[config.mk]
export PLATFORM = sky130hd
export DESIGN_NAME = multicycle_control_flat
export DESIGN_NICKNAME = d
export VERILOG_FILES = /design/src/rtl/multicycle_control_if.sv /design/src/rtl/multicycle_control.sv /design/src/flat_wrapper.sv
export SDC_FILE = /design/constraint.sdc
export NUM_CORES = 1
export LEC_CHECK = 0
export CORE_UTILIZATION = 65
export DETAILED_ROUTE_END_ITERATION = 6
export DONT_BUFFER_PORTS = 1
export PLACE_DENSITY = 0.84
export SYNTH_ARGS = -nofsm -noshare
export SYNTH_HDL_FRONTEND = slang
export SYNTH_SLANG_ARGS = --single-unit
[constraint.sdc]
create_clock -name i_clk -period 6.6 [get_ports i_clk]
set_input_delay 1.32 -clock i_clk [delete_from_list [all_inputs] [get_ports i_clk]]
set_output_delay 1.32 -clock i_clk [all_outputs]
set_load 0.02 [all_outputs]
[src/rtl/multicycle_control_if.sv]
// Control bundle between the multicycle MIPS controller (master) and its datapath (slave).
// Carries opcode/mem_ready in, every mux select and enable out; no internal latency.
interface multicycle_control_if #(
  parameter int STATE_W = 4
);
  logic [5:0]         op;
  logic               mem_ready;
  logic               pcwrite;
  logic               pcwritecond;
  logic [1:0]         pcsource;
  logic               iord;
  logic               memread;
  logic               memwrite;
  logic               irwrite;
  logic               memtoreg;
  logic               regdst;
  logic               regwrite;
  logic               alusrca;
  logic [1:0]         alusrcb;
  logic [1:0]         aluop;
  logic               xorisig;
  logic               bgezsig;
  logic               balzsig;
  logic               illegal;
  logic [STATE_W-1:0] state;

  modport master (
    input  op, mem_ready,
    output pcwrite, pcwritecond, pcsource, iord, memread, memwrite, irwrite,
           memtoreg, regdst, regwrite, alusrca, alusrcb, aluop,
           xorisig, bgezsig, balzsig, illegal, state
  );

  modport slave (
    output op, mem_ready,
    input  pcwrite, pcwritecond, pcsource, iord, memread, memwrite, irwrite,
           memtoreg, regdst, regwrite, alusrca, alusrcb, aluop,
           xorisig, bgezsig, balzsig, illegal, state
  );
endinterface

[src/rtl/multicycle_control.sv]
// Moore FSM sequencing the multicycle MIPS datapath; 3-5 cycles/instr, memory states stall on mem_ready.
// Optional ILLEGAL_OP_TRAP_EN: unknown opcodes lock into TRAP with a sticky illegal flag until reset.
module multicycle_control #(
  parameter int STATE_W = 4
) (
  input  logic                 i_clk,
  input  logic                 i_reset,
  multicycle_control_if.master io_ctl
);

  localparam logic [5:0] OP_R    = 6'b000000;
  localparam logic [5:0] OP_LW   = 6'b100011;
  localparam logic [5:0] OP_SW   = 6'b101011;
  localparam logic [5:0] OP_BEQ  = 6'b000100;
  localparam logic [5:0] OP_XORI = 6'b001110;
  localparam logic [5:0] OP_BGEZ = 6'b100111;
  localparam logic [5:0] OP_BALZ = 6'b011010;

`ifdef ILLEGAL_OP_TRAP_EN
  typedef enum logic [3:0] {
    S_FETCH  = 4'd0,  S_DECODE = 4'd1,  S_MEMADR = 4'd2,  S_MEMRD  = 4'd3,
    S_MEMWB  = 4'd4,  S_MEMWR  = 4'd5,  S_REXEC  = 4'd6,  S_RWB    = 4'd7,
    S_BEQ    = 4'd8,  S_XORIEX = 4'd9,  S_XORIWB = 4'd10, S_BGEZ   = 4'd11,
    S_BALZ   = 4'd12, S_TRAP   = 4'd13
  } state_t;
`else
  typedef enum logic [3:0] {
    S_FETCH  = 4'd0,  S_DECODE = 4'd1,  S_MEMADR = 4'd2,  S_MEMRD  = 4'd3,
    S_MEMWB  = 4'd4,  S_MEMWR  = 4'd5,  S_REXEC  = 4'd6,  S_RWB    = 4'd7,
    S_BEQ    = 4'd8,  S_XORIEX = 4'd9,  S_XORIWB = 4'd10, S_BGEZ   = 4'd11,
    S_BALZ   = 4'd12
  } state_t;
`endif

  typedef struct packed {
    logic       pcwritecond;
    logic [1:0] pcsource;
    logic       iord;
    logic       memread;
    logic       memwrite;
    logic       memtoreg;
    logic       regdst;
    logic       regwrite;
    logic       alusrca;
    logic [1:0] alusrcb;
    logic [1:0] aluop;
    logic       xorisig;
    logic       bgezsig;
    logic       balzsig;
  } ctrl_t;

  state_t r_state;
  state_t w_next;
  ctrl_t  r_ctrl;
  logic   w_run;
  logic   w_fetch_done;

  // Per-state control word; computed for the next state so the outputs come straight off flops.
  function automatic ctrl_t ctrl_of(input state_t s);
    ctrl_t c;
    c = '0;
    case (s)
      S_FETCH: begin
        c.memread = 1'b1;
        c.alusrcb = 2'b01;
      end
      S_DECODE: c.alusrcb = 2'b11;
      S_MEMADR: begin
        c.alusrca = 1'b1;
        c.alusrcb = 2'b10;
      end
      S_MEMRD: begin
        c.memread = 1'b1;
        c.iord    = 1'b1;
      end
      S_MEMWB: begin
        c.regwrite = 1'b1;
        c.memtoreg = 1'b1;
      end
      S_MEMWR: begin
        c.memwrite = 1'b1;
        c.iord     = 1'b1;
      end
      S_REXEC: begin
        c.alusrca = 1'b1;
        c.aluop   = 2'b10;
      end
      S_RWB: begin
        c.regdst   = 1'b1;
        c.regwrite = 1'b1;
      end
      S_BEQ, S_BGEZ, S_BALZ: begin
        c.alusrca     = 1'b1;
        c.aluop       = 2'b01;
        c.pcwritecond = 1'b1;
        c.pcsource    = 2'b01;
        c.bgezsig     = (s == S_BGEZ);
        c.balzsig     = (s == S_BALZ);
        c.regwrite    = (s == S_BALZ);
      end
      S_XORIEX: begin
        c.alusrca = 1'b1;
        c.alusrcb = 2'b10;
        c.aluop   = 2'b11;
        c.xorisig = 1'b1;
      end
      S_XORIWB: begin
        c.regwrite = 1'b1;
        c.xorisig  = 1'b1;
      end
      default: c = '0;
    endcase
    return c;
  endfunction

  always_comb begin
    w_next = S_FETCH;
    case (r_state)
      S_FETCH:  w_next = io_ctl.mem_ready ? S_DECODE : S_FETCH;
      S_DECODE: begin
        case (io_ctl.op)
          OP_LW, OP_SW: w_next = S_MEMADR;
          OP_R:         w_next = S_REXEC;
          OP_BEQ:       w_next = S_BEQ;
          OP_XORI:      w_next = S_XORIEX;
          OP_BGEZ:      w_next = S_BGEZ;
          OP_BALZ:      w_next = S_BALZ;
`ifdef ILLEGAL_OP_TRAP_EN
          default:      w_next = S_TRAP;
`else
          default:      w_next = S_FETCH;
`endif
        endcase
      end
      S_MEMADR: begin
        if (io_ctl.op == OP_LW)      w_next = S_MEMRD;
        else if (io_ctl.op == OP_SW) w_next = S_MEMWR;
        else                         w_next = S_FETCH;
      end
      S_MEMRD:  w_next = io_ctl.mem_ready ? S_MEMWB : S_MEMRD;
      S_MEMWB:  w_next = S_FETCH;
      S_MEMWR:  w_next = io_ctl.mem_ready ? S_FETCH : S_MEMWR;
      S_REXEC:  w_next = S_RWB;
      S_RWB:    w_next = S_FETCH;
      S_BEQ, S_BGEZ, S_BALZ: w_next = S_FETCH;
      S_XORIEX: w_next = S_XORIWB;
      S_XORIWB: w_next = S_FETCH;
`ifdef ILLEGAL_OP_TRAP_EN
      S_TRAP:   w_next = S_TRAP;
`endif
      default:  w_next = S_FETCH;
    endcase
  end

`ifdef ILLEGAL_OP_TRAP_EN
  logic r_illegal;

  always_ff @(posedge i_clk) begin
    if (i_reset) begin
      r_state   <= S_FETCH;
      r_ctrl    <= ctrl_of(S_FETCH);
      r_illegal <= 1'b0;
    end else begin
      r_state <= w_next;
      r_ctrl  <= ctrl_of(w_next);
      if (w_next == S_TRAP) r_illegal <= 1'b1;
    end
  end

  assign io_ctl.illegal = r_illegal & w_run;
`else
  always_ff @(posedge i_clk) begin
    if (i_reset) begin
      r_state <= S_FETCH;
      r_ctrl  <= ctrl_of(S_FETCH);
    end else begin
      r_state <= w_next;
      r_ctrl  <= ctrl_of(w_next);
    end
  end

  assign io_ctl.illegal = 1'b0;
`endif

  // Reset masks every output combinationally so an aborted store cannot leak a write.
  assign w_run        = ~i_reset;
  assign w_fetch_done = (r_state == S_FETCH) & io_ctl.mem_ready & w_run;

  assign io_ctl.pcwrite     = w_fetch_done;
  assign io_ctl.irwrite     = w_fetch_done;
  assign io_ctl.pcwritecond = r_ctrl.pcwritecond & w_run;
  assign io_ctl.pcsource    = r_ctrl.pcsource & {2{w_run}};
  assign io_ctl.iord        = r_ctrl.iord & w_run;
  assign io_ctl.memread     = r_ctrl.memread & w_run;
  assign io_ctl.memwrite    = r_ctrl.memwrite & w_run;
  assign io_ctl.memtoreg    = r_ctrl.memtoreg & w_run;
  assign io_ctl.regdst      = r_ctrl.regdst & w_run;
  assign io_ctl.regwrite    = r_ctrl.regwrite & w_run;
  assign io_ctl.alusrca     = r_ctrl.alusrca & w_run;
  assign io_ctl.alusrcb     = r_ctrl.alusrcb & {2{w_run}};
  assign io_ctl.aluop       = r_ctrl.aluop & {2{w_run}};
  assign io_ctl.xorisig     = r_ctrl.xorisig & w_run;
  assign io_ctl.bgezsig     = r_ctrl.bgezsig & w_run;
  assign io_ctl.balzsig     = r_ctrl.balzsig & w_run;
  assign io_ctl.state       = STATE_W'(r_state);

endmodule

[src/flat_wrapper.sv]
// flat-port wrapper written by rule: the top's interface ports become plain ports
module multicycle_control_flat 
#(
  parameter int STATE_W = 4
)
  (i_clk, i_reset, io_ctl_op, io_ctl_mem_ready, io_ctl_pcwrite, io_ctl_pcwritecond, io_ctl_pcsource, io_ctl_iord, io_ctl_memread, io_ctl_memwrite, io_ctl_irwrite, io_ctl_memtoreg, io_ctl_regdst, io_ctl_regwrite, io_ctl_alusrca, io_ctl_alusrcb, io_ctl_aluop, io_ctl_xorisig, io_ctl_bgezsig, io_ctl_balzsig, io_ctl_illegal, io_ctl_state);
  multicycle_control_if #(.STATE_W(STATE_W)) io_ctl_i ();
  input  logic i_clk;
  input  logic i_reset;
  input wire logic [$bits(io_ctl_i.op)-1:0] io_ctl_op;
  input wire logic [$bits(io_ctl_i.mem_ready)-1:0] io_ctl_mem_ready;
  output wire logic [$bits(io_ctl_i.pcwrite)-1:0] io_ctl_pcwrite;
  output wire logic [$bits(io_ctl_i.pcwritecond)-1:0] io_ctl_pcwritecond;
  output wire logic [$bits(io_ctl_i.pcsource)-1:0] io_ctl_pcsource;
  output wire logic [$bits(io_ctl_i.iord)-1:0] io_ctl_iord;
  output wire logic [$bits(io_ctl_i.memread)-1:0] io_ctl_memread;
  output wire logic [$bits(io_ctl_i.memwrite)-1:0] io_ctl_memwrite;
  output wire logic [$bits(io_ctl_i.irwrite)-1:0] io_ctl_irwrite;
  output wire logic [$bits(io_ctl_i.memtoreg)-1:0] io_ctl_memtoreg;
  output wire logic [$bits(io_ctl_i.regdst)-1:0] io_ctl_regdst;
  output wire logic [$bits(io_ctl_i.regwrite)-1:0] io_ctl_regwrite;
  output wire logic [$bits(io_ctl_i.alusrca)-1:0] io_ctl_alusrca;
  output wire logic [$bits(io_ctl_i.alusrcb)-1:0] io_ctl_alusrcb;
  output wire logic [$bits(io_ctl_i.aluop)-1:0] io_ctl_aluop;
  output wire logic [$bits(io_ctl_i.xorisig)-1:0] io_ctl_xorisig;
  output wire logic [$bits(io_ctl_i.bgezsig)-1:0] io_ctl_bgezsig;
  output wire logic [$bits(io_ctl_i.balzsig)-1:0] io_ctl_balzsig;
  output wire logic [$bits(io_ctl_i.illegal)-1:0] io_ctl_illegal;
  output wire logic [$bits(io_ctl_i.state)-1:0] io_ctl_state;
  assign io_ctl_i.op = io_ctl_op;
  assign io_ctl_i.mem_ready = io_ctl_mem_ready;
  assign io_ctl_pcwrite = io_ctl_i.pcwrite;
  assign io_ctl_pcwritecond = io_ctl_i.pcwritecond;
  assign io_ctl_pcsource = io_ctl_i.pcsource;
  assign io_ctl_iord = io_ctl_i.iord;
  assign io_ctl_memread = io_ctl_i.memread;
  assign io_ctl_memwrite = io_ctl_i.memwrite;
  assign io_ctl_irwrite = io_ctl_i.irwrite;
  assign io_ctl_memtoreg = io_ctl_i.memtoreg;
  assign io_ctl_regdst = io_ctl_i.regdst;
  assign io_ctl_regwrite = io_ctl_i.regwrite;
  assign io_ctl_alusrca = io_ctl_i.alusrca;
  assign io_ctl_alusrcb = io_ctl_i.alusrcb;
  assign io_ctl_aluop = io_ctl_i.aluop;
  assign io_ctl_xorisig = io_ctl_i.xorisig;
  assign io_ctl_bgezsig = io_ctl_i.bgezsig;
  assign io_ctl_balzsig = io_ctl_i.balzsig;
  assign io_ctl_illegal = io_ctl_i.illegal;
  assign io_ctl_state = io_ctl_i.state;
  multicycle_control #(.STATE_W(STATE_W)) u_core (.i_clk(i_clk), .i_reset(i_reset), .io_ctl(io_ctl_i));
endmodule
[Yosys cells after proc, flatten, opt, wreduce, memory -nomap -nowiden]
Index checks and enable logic that the tools add are counted.
Storage, ports and cells
  register bits: 21
  bits in latches: 0
  bits in writable memories: 0
  bits in read-only memories: 0
  input port bits: 9
  output and inout port bits: 24
  word-level logic and storage cells: 87
  memories: 0
Operators by class
  $add $sub $neg: 0
  multipliers: 0
  divide/modulo/power cells: 0
  order comparisons: 0
  eq/ne operators: 24
  shift-type cells: 0
  mux-type cells: 18
  bitwise gates (word level): 18
  reductions and logical operators: 12
Operator list (number)
  case mux 4 bit (7 select lines): 1
  == test 4 x 3 -> 1 bit (second input constant): 6
  == test 4 bit (second input constant): 6
  case mux 4 bit (6 select lines): 1
  == test 6 bit (second input constant): 3
  == test 4 x 2 -> 1 bit (second input constant): 4
  bitwise AND 1 bit: 13
  two-way mux 3 bit: 4
  case mux 2 bit (3 select lines): 2
  OR reduction 2 bit: 6
  == test 4 x 1 -> 1 bit (second input constant): 2
  logical NOT 4 bit: 2
  two-way mux 1 bit: 8
  bitwise AND 2 bit: 3
  == test 6 x 3 -> 1 bit (second input constant): 1
  == test 6 x 4 -> 1 bit (second input constant): 1
  == test 6 x 5 -> 1 bit (second input constant): 1
  logical NOT 6 bit: 1
  OR reduction 3 bit: 2
  OR reduction 6 bit: 1
  two-way mux 4 bit: 1
  inverter 1 bit: 2
  case mux 1 bit (2 select lines): 1

[Longest topological paths before layout]
  word-level depth: 8
  mapped depth: 7
  gate-level depth less buffers: 6

[Least setup slack after synthesis]
No wires, ideal clock.
  path type: input -> output
  from: input i_reset
  to: output io_ctl_pcwrite
  arrival time: 2554 ps
  data required time: 5280 ps
  slack: 2726 ps
  stages on the path: 3
  path buffers: 2
  cells stage by stage: clkbuf_1 > nor4_1 > buf_4
Between the ends
  word-level cells in the longest chain between the ends: 2
RTL lines
  from (decl): line flat_wrapper.sv:9  | input logic i_reset;
  inverter 1 bit: line multicycle_control.sv:186  | assign w_run = ~i_reset;
  bitwise AND 1 bit: line multicycle_control.sv:187  | assign w_fetch_done = (r_state == S_FETCH) & io_ctl.mem_ready & w_run;
  to (decl): line flat_wrapper.sv:12  | output wire logic [$bits(io_ctl_i.pcwrite)-1:0] io_ctl_pcwrite;
Every way passes these cells.

[Worst setup path in the final report]
Ends and elaborated chain as after synthesis.

==> results.py <==
metrics = {
    "place": {
        "dp.cells": 132,
        "placed_area_um2": 1050,
        "portBuffers": 0,
        "hpwl_um": 1370,
        "gp_congestion": 0.810,
    },
    "floorplanning": {
        "pin_count": 33,
        "die_width_um": 42.9,
        "start_util": 0.705,
        "dieArea_um2": 1840,
        "rows": 14,
        "core_um2": 1540,
        "die_y_um": 42.9,
    },
    "hold_path": {
        "hold_end": "u_core.r_ctrl[9]$_SDFF_PP0_",
        "hold_start": "u_core.io_ctl.state[2]$_SDFF_PP0_",
        "hold_depth": 1,
        "worstHoldPathType": "reg2reg",
    },
    "power_and_ir_drop": {
        "p_int_uw": 146,
        "power.switching_uw": 49.4,
        "powerDensity_nw_per_um2": 182,
        "p_leak_uw": 0.000403,
        "ir_worst_vdd_uv": 127,
        "comb_power_share": 0.095,
        "p_sw_frac": 0.252,
        "p_clk_frac": 0.299,
        "seqPwrFrac": 0.607,
    },
    "worst_setup_path": {
        "cp_slowest_cell": "nor4_2",
        "cp_max_fo": 31,
        "r2r_end": "u_core.r_ctrl[13]$_SDFF_PP0_",
        "rr_startpoint": "u_core.io_ctl.state[0]$_SDFF_PP0_",
        "crit_family": "simple AND/OR/NAND/NOR gates",
        "rrSetupSlack_ps": 4170,
        "start_kind": "input port",
        "worstRegToRegCells": 6,
        "worstPathCellList": "nor4_2",
        "cp.required_ps": 5280,
        "crit_path_max_incr_delay_ps": 790,
        "criticalPathCategory": "in2out",
        "cp-end-kind": "output pin",
        "arrival_ps": 2110,
        "crit_buf_inv": 0,
    },
    "logic_synthesis": {
        "synth_seq_cells": 19,
        "synth_flop_cell": "dfxtp_1",
        "synth_xor_area_frac": 0.0322,
        "syn_avg_cell_area_um2": 8.49,
        "muxShareOfSynthArea": 0.00921,
        "synthCells": 128,
        "synth_adder_area_share": 0,
        "yosys.area_share.simple": 0.365,
        "async_flop_share": 0,
        "synth_compound_area_frac": 0.158,
        "yosysWarnings": 0,
        "synth_edf_count": 0,
        "synth_cell_types": 43,
        "synth_top_family_by_area": "simple AND/OR/NAND/NOR gates",
        "synth_area_um2": 1090,
        "seq_area_frac_synth": 0.350,
    },
    "clock_network": {
        "htreeDepth": 1,
        "cts_buffer_depth": 2,
        "path_clk_slew_ps": 110,
        "cts_resized": 0,
        "numClockSinks": 19,
        "cts_hold_buf": 0,
        "cts_buffers": 3,
        "root_buffer": "clkbuf_4",
        "cts_tree": "done",
        "clock_latency_ps": 300,
        "cts_setup_buffers": 0,
    },
    "timing": {
        "hold_violations": 0,
        "max-slew-margin-rel": 0.345,
        "hold_slack_ps": 773,
        "fin_skew_ps": 2.72,
        "tightest_slew_ps": 974,
        "min_period_over_period": 0.520,
        "setup_viol": 0,
        "fmax_mhz": 292,
        "drv_slew": 0,
        "rsz0062_at_grt": "no",
        "min_period_ps": 3430,
        "finalSetupTns_ps": 0,
    },
    "global_route": {
        "busiest_layer": "met1",
        "use_met3": 0.0766,
        "use_met1": 0.346,
        "grt_max_degree": 32,
        "grt_pass1_wl_um": 3240,
        "grt.met2_usage": 0.306,
        "overflow": 0,
        "antenna_found_initial": 0,
        "grt_use_total": 0.233,
        "grt_pass1_vias": 709,
    },
    "finish": {
        "drive_gt1_frac": 0.0917,
        "final_cells": 136,
        "stdcell_area_um2": 1070,
        "nets": 130,
        "antennaDiodeCount": 0,
        "area_growth_pct": -1.27,
    },
    "route": {
        "routed_wirelength_um": 1940,
        "ant_nets": 0,
        "first_pass_iters": 4,
        "vias": 860,
        "viasPerCell": 6.32,
        "wire_per_inst_um": 14.2,
        "drt_first_iter_violations": 20,
        "drc": 0,
    },
    "outcome": {
        "status": "complete, no violations",
    },
    "run": {
        "max-cap-violations": 0,
    },
}
## worst max-delay path by stage
stage,start,end,slack [ps],depth (start not counted)
3_3_place_gp,i_reset,io_ctl_pcwrite,3180,1
6_report,i_reset,io_ctl_pcwrite,3170,1
3_5_place_dp,i_reset,io_ctl_pcwrite,3170,1
5_1_grt,i_reset,io_ctl_irwrite,3100,1
4_1_cts,i_reset,io_ctl_pcwrite,3170,1
2_1_floorplan,i_reset,io_ctl_pcwrite,2730,3
## kinds of logic (layout without fill, tap and decap cells)
| family | count (synthesis) | in the layout |
|---|---|---|
| compound gates | 22 | 22 |
| xor+xnor | 4 | 4 |
| buf+inv | 18 | 9 |
| flops | 19 | 19 |
| mux | 1 | 1 |
| other cells | 1 | 2 |
| simple gates | 63 | 63 |
## layer usage
layer | up-vias | wire, µm
met5 | - | 0
met4 | 0 | 32
met3 | 5 | 159
met2 | 34 | 833
met1 | 386 | 910
li1 | 435 | -
## synth_stat cells (all sizes together) (2+ instances only)
library cell	number	area, µm²
dfxtp	19	380
nor4	3	25.0
nor4bb	2	20.0
a22oi	2	15.0
xnor2	4	35.0
nor3b	3	22.5
inv	5	18.8
nor3	6	30.0
o21ai	4	20.0
a31o	2	17.5
nor2b	17	106
a21oi	3	15.0
nand3b	4	30.0
nand2b	2	12.5
a211oi	2	15.0
clkbuf	8	30.0
or4	2	15.0
nand2	4	15.0
and3b	2	17.5
nor2	10	37.5
buf	5	41.3
o211ai	4	48.8
## through the flow
step           worst slack [ps]   util  total power (µW)
2_1_floorplan              2730      -               142
3_3_place_gp               3180  0.679               140
3_5_place_dp               3170  0.679               140
4_1_cts                    3170  0.696               198
5_1_grt                    3100  0.696               205
6_report                   3170  0.696               196
## flip-flops by register name, indices dropped and copies added (netlist names)
signal	count
u_core.io_ctl.state	4
u_core.r_ctrl	15
## area by class of cell
| type | instances | area, µm² |
|---|---|---|
| clock buffer | 3 | 22.5 |
| sequential | 19 | 380 |
| clock inverter | 1 | 5.00 |
| fill | 126 | 468 |
| multi-input combinational | 92 | 627 |
| tap | 16 | 20.0 |
| inverter | 5 | 18.8 |
## power groups by stage
stage	clock network, µW	registers (µW)	logic, µW
floorplan	0	120	22.3
global placement	0	121	18.2
detailed placement	0	121	18.4
CTS	61.1	119	18.5
global route	64.9	119	20.6
finish	58.4	119	18.5
## placed cells by master, fill, tap and decap left out, drive strengths merged
cell type	n
conb	2
and4	1
nor2b	17
o2111ai	1
nand3b	4
xnor2	4
nor2	10
o211ai	4
and4b	1
nand4	1
a22oi	2
nand2b	2
nand2	4
o21a	1
clkbuf	3
o211a	1
nor3b	3
or4b	1
or4	2
or2	1
nor4	3
nor4b	1
clkinv	1
a31oi	1
a211oi	2
nor4bb	2
mux2i	1
inv	5
nor3	6
and3	1
o21ai	4
nand3	1
a21oi	3
dfxtp	19
a31o	2
and3b	2
a21o	1
Power figures use the tool's default switching activity.
